--- config.mk ---
export PLATFORM = sky130hd
export DESIGN_NAME = ws2812_pixel_ser
export DESIGN_NICKNAME = d
export VERILOG_FILES = /design/src/rtl/ws2812_pixel_ser.sv
export SDC_FILE = /design/constraint.sdc
export NUM_CORES = 1
export LEC_CHECK = 0
export BUFFER_PORTS_ARGS = -buffer_cell sky130_fd_sc_hd__buf_4
export CAP_MARGIN = 25
export CELL_PAD_IN_SITES_DETAIL_PLACEMENT = 1
export CELL_PAD_IN_SITES_GLOBAL_PLACEMENT = 1
export CORE_UTILIZATION = 33
export CTS_CLUSTER_DIAMETER = 30
export CTS_CLUSTER_SIZE = 40
export DETAILED_ROUTE_END_ITERATION = 7
export PLACE_DENSITY = 0.7
export SYNTH_ARGS = -nofsm -noshare
export SYNTH_HDL_FRONTEND = slang
export SYNTH_SLANG_ARGS = --single-unit
--- constraint.sdc ---
create_clock -name clk_in -period 3.18 [get_ports clk_in]
set_input_delay 0.954 -clock clk_in [delete_from_list [all_inputs] [get_ports clk_in]]
set_output_delay 0.954 -clock clk_in [all_outputs]
set_load 0.05 [all_outputs]
--- src/rtl/ws2812_pixel_ser.sv ---
// Pixel-word serialiser feeding the WS2812 single-bit line driver.
// Takes 24-bit GRB words over valid/ready, issues one bit request per bit-done, then latches after the last pixel.
module ws2812_pixel_ser #(
  parameter logic [15:0] CNT_LATCH = 16'd60000,
  parameter int          PIX_WIDTH = 24
) (
  input  logic                 clk_in,
  input  logic                 rst_n_in,
  input  logic                 pix_valid_in,
  input  logic [PIX_WIDTH-1:0] pix_data_in,
  input  logic                 pix_last_in,
  output logic                 pix_ready_out,
  input  logic                 bit_done_in,
  output logic                 bit_rdy_out,
  output logic                 bit_data_out,
  output logic                 busy_out
);

  localparam logic [4:0] IDX_MAX = 5'(PIX_WIDTH - 1);

  typedef enum logic [1:0] {
    ST_LATCH = 2'd0,
    ST_IDLE  = 2'd1,
    ST_SEND  = 2'd2,
    ST_WAIT  = 2'd3
  } state_t;

  state_t               state_q, state_d;
  logic [15:0]          latch_cnt_q, latch_cnt_d;
  logic [PIX_WIDTH-1:0] shift_q, shift_d;
  logic [4:0]           bit_idx_q, bit_idx_d;
  logic                 last_q, last_d;

  // State register; reset lands in LATCH so every first frame is preceded by a full latch period.
  // NOTE: sequential state uses non-blocking (<=) so all registers update together from pre-edge values.
  always_ff @(posedge clk_in or negedge rst_n_in) begin
    if (!rst_n_in) begin
      state_q     <= ST_LATCH;
      latch_cnt_q <= '0;
      shift_q     <= '0;
      bit_idx_q   <= IDX_MAX;
      last_q      <= 1'b0;
    end else begin
      state_q     <= state_d;
      latch_cnt_q <= latch_cnt_d;
      shift_q     <= shift_d;
      bit_idx_q   <= bit_idx_d;
      last_q      <= last_d;
    end
  end

  // Next-state and datapath update.
  // NOTE: every signal gets a hold-value default first, so no path leaves one unassigned (no latches).
  always_comb begin
    state_d     = state_q;
    latch_cnt_d = latch_cnt_q;
    shift_d     = shift_q;
    bit_idx_d   = bit_idx_q;
    last_d      = last_q;

    unique case (state_q)
      ST_LATCH: begin
        if (latch_cnt_q == CNT_LATCH - 16'd1) begin
          latch_cnt_d = '0;
          state_d     = ST_IDLE;
        end else begin
          latch_cnt_d = latch_cnt_q + 16'd1;
        end
      end

      ST_IDLE: begin
        // pix_ready_out is high throughout IDLE, so valid alone completes the handshake.
        if (pix_valid_in) begin
          shift_d   = pix_data_in;
          last_d    = pix_last_in;
          bit_idx_d = IDX_MAX;
          state_d   = ST_SEND;
        end
      end

      ST_SEND: begin
        state_d = ST_WAIT;
      end

      ST_WAIT: begin
        if (bit_done_in) begin
          // Zero check precedes the decrement, so the index never wraps.
          if (bit_idx_q != 5'd0) begin
            shift_d   = {shift_q[PIX_WIDTH-2:0], 1'b0};
            bit_idx_d = bit_idx_q - 5'd1;
            state_d   = ST_SEND;
          end else if (last_q) begin
            latch_cnt_d = '0;
            state_d     = ST_LATCH;
          end else begin
            state_d = ST_IDLE;
          end
        end
      end

      default: begin
        state_d = ST_LATCH;
      end
    endcase
  end

  // Outputs decode registered state only; the data bit stays stable through WAIT
  // because the line driver samples it a cycle after the request.
  always_comb begin
    pix_ready_out = (state_q == ST_IDLE);
    bit_rdy_out   = (state_q == ST_SEND);
    bit_data_out  = ((state_q == ST_SEND) || (state_q == ST_WAIT)) ? shift_q[PIX_WIDTH-1] : 1'b0;
    busy_out      = (state_q != ST_IDLE);
  end

endmodule

==> summary.txt <==
Run status
  • Status: complete, no violations

Setup path
  • R2R depth: 5
  • Startpoint class of the critical path: flip-flop
  • CP required: 2.23 ns
  • Worst setup EP type: output port
  • Kind of critical path: reg2out
  • Crit path DAT: 1.58 ns
  • Reg2reg start: latch_cnt_q[7]
  • CP max stage cell: dfrtp_1
  • CP max FO: 15
  • Critical path launch point: state_q[0]
  • Worst R2R End: latch_cnt_q[11]
  • CP peak stage delay: 0.63 ns
  • R2r setup slk: 1.10 ns
  • Worst-path cell chain: nor2b_1 > inv_1 > buf_4

Die
  • Die H: a little under 90 µm
  • Io pins: 33
  • Row Count: 30
  • Starting density of the core: 34.8%
  • Chip Width: 87.4 µm
  • Die ar.: 7640 µm²
  • Core Area: 6910 µm²

Final layout
  • Nets: 312
  • Diode count: 0
  • Area Overhead vs Synth: 17.8%
  • Area of the multi-input gates: about 1100 µm²
  • Fin area: 2840 µm²
  • Post-route insts no fill: 378
  • Sequential Area: 1210 µm²
  • Share of cells above drive strength 1: 18.8%
  • Commonest non-fill, non-tap cells in the layout: nand2_1 (48), dfrtp_1 (44), buf_4 (35)
  • Fill cells: 836
  • Commonest non-fill, non-tap cell in the layout: nand2_1

Worst hold path
  • WHS Path Cells: 2
  • Hold_sp: shift_q[11]
  • Hold endpoint: shift_q[11]
  • Min-Delay Path Class: reg2reg

Clocking
  • H-Tree Depth: 2
  • Clock-pin slew on the worst setup and hold paths: 0.09 ns
  • Clk_lat worst skew: 0.30 ns
  • Clk sinks: 48
  • Maximum buffer depth of the clock tree: 2
  • CTS tree: built
  • Root buffer cell: clkbuf_8
  • Hold_buf cts: 0
  • Post-CTS Setup Inserts: 0
  • CTS Buf Count: 5
  • Post-cts sizing count: 0

Logic synthesis
  • Ys flop type: dfrtp_1
  • Syn. warnings: 0
  • FFs w/ async S/R, synth: 100%
  • Compound-Gate Fraction of Synth Area: 15.7%
  • Mean Syn Cell Area: 9.59 µm²
  • Synth unique cells: 39
  • Post-Synth Adder-Cell Area: 1.04%
  • Post-synthesis instance total: roughly 250
  • Sequential element share of the synthesized area: between 50 and 60%
  • EDFF count, synth: 0
  • Largest family of logic cells by synthesized area: simple AND/OR/NAND/NOR gates
  • Synthesized area: 2410 µm²
  • Syn nets: between 200 and 300
  • XOR/XNOR Fraction of Synth Area: 0.728%
  • Yosys reg bits: 48
  • Mux cell area share after synthesis: 10.5%
  • Post-synthesis simple-gate area fraction: between 10% and 20%

Run
  • Max-cap violations: 0

STA
  • FMAX: 395 MHz
  • Final Slew Violations: 0
  • Final Hold Viols: 0
  • Final worst path period need: 2.53 ns
  • Setup repair after global routing missed its margin: false
  • Final setup vio count: 0
  • Crit share post-route: 79.7%
  • Clk_skew: 0.00444 ns
  • Relative slew slack: 55.7%
  • Setup_tns: 0 ns
  • Slew @ Worst Pin: roughly 0.66 ns

GRT
  • Vias in the first global route: 1929
  • Initial antenna violation count: 0
  • GRT Util Overall: 15.4%
  • GRT Residual Overflow: 0
  • First-pass GRT wire length: around 9000 µm
  • Largest net degree at the start of global routing: 52

Placement
  • RD Place Congestion: ~0.80
  • # port buffers: 32
  • Placement Cell Area: 2740 µm²
  • Placed Instances: 370
  • DP HPWL: 3700 µm

Detailed routing
  • Wire length per cell: about 14 µm
  • DRC: 0
  • Via count: 1932
  • Drt first pass iters: 4
  • Post-Route WL: around 5300 µm
  • Post-route ant nets: 0
  • DRT iter0 DRCs: 90
  • Mean number of vias per cell: a little over 5

Pwr
  • Lkg Pwr: 1.24 nW
  • Power Dens Cells: 905 nW/µm²
  • Worst vdd ir: around 0.60 mV
## metrics by stage
stage | utilization [%] | hold slack [ns] | power [mW] | setup slack [ns]
2_1_floorplan | - | 0.442 | 1.90 | 0.158
3_3_place_gp | 39.7 | 0.461 | 2.16 | 0.980
3_5_place_dp | 39.7 | 0.474 | 2.21 | 0.941
4_1_cts | 41.1 | 0.496 | 2.61 | 0.603
5_1_grt | 41.1 | 0.513 | 2.79 | 0.524
6_report | 41.1 | 0.488 | 2.57 | 0.647
## report_power, final
part | leakage [nW] | switching, mW | total (mW) | internal [mW]
sequential | 0.600 | 0.250 | 1.13 | 0.884
combinational | 0.595 | 0.624 | 1.05 | 0.426
clock | 0.0484 | 0.205 | 0.384 | 0.179
## kinds of logic (layout without fill, tap and decap cells)
kind of cell,Yosys count,after routing
buffers and inverters,18,49
and+or+nand+nor,92,92
muxes,25,25
AOI/OAI and AO/OA,64,64
adders and majority gates,2,2
DFF,48,48
xor gates and xnor gates,2,2
## registers in the layout, summed over array words and instances (netlist names)
register and cells:
bit_idx_q 5, state_q 2, last_q 1, latch_cnt_q 16
shift_q 24
## cell usage after synthesis, types with 2 or more instances
library cell  instances  share of area, %
ha_1                  2               1.0
or4bb_1               2              0.94
a21oi_1              11               2.3
a31oi_1              10               2.6
o21ai_0              33               6.9
or3_1                 3              0.78
nand4_1               6               1.6
nor2b_1               2              0.52
and2_1                3              0.78
nand3_1               7               1.5
nand2_1              48               7.5
nor2_1                7               1.1
buf_2                 3              0.62
mux2i_1              24                10
and3_1                2              0.52
clkbuf_1              9               1.4
a41oi_1               2              0.73
dfstp_2               4               4.4
xor2_1                2              0.73
nor3_1                3              0.62
dfrtp_1              44                46
nand2b_1              2              0.52
inv_1                 6              0.94
## routing by layer
metal | share of wire [%] | global-route usage, %
met1 | 47 | 19.7
met2 | 49 | 26.1
met3 | 2.8 | 2.84
met4 | 1.3 | 5.66
met5 | 0 | 0
## critical path, delay by kind of cell (launching register included)
family	cells	cell delay (ns)
DFF	1	0.63
buffers and inverters	2	0.28
and+or+nand+nor	1	0.38
## final cells by class
cell class	instances	share of cell area [%]
inverters	6	0.794
flip-flops and latches	48	42.5
clock buffers	7	3.05
multi-input cells	185	39.8
clock inverters	1	0.309
well taps	96	4.24
repair buffers	35	9.27
## how the worst max path moves through the flow
stage          depth (start not counted)  slack, ns          end
2_1_floorplan                          3       0.16     busy_out
3_3_place_gp                           6       0.98   shift_q[0]
3_5_place_dp                           7       0.94  shift_q[15]
4_1_cts                                3       0.60     busy_out
5_1_grt                                3       0.52     busy_out
6_report                               3       0.65     busy_out
(Power assumes the default switching activity.)
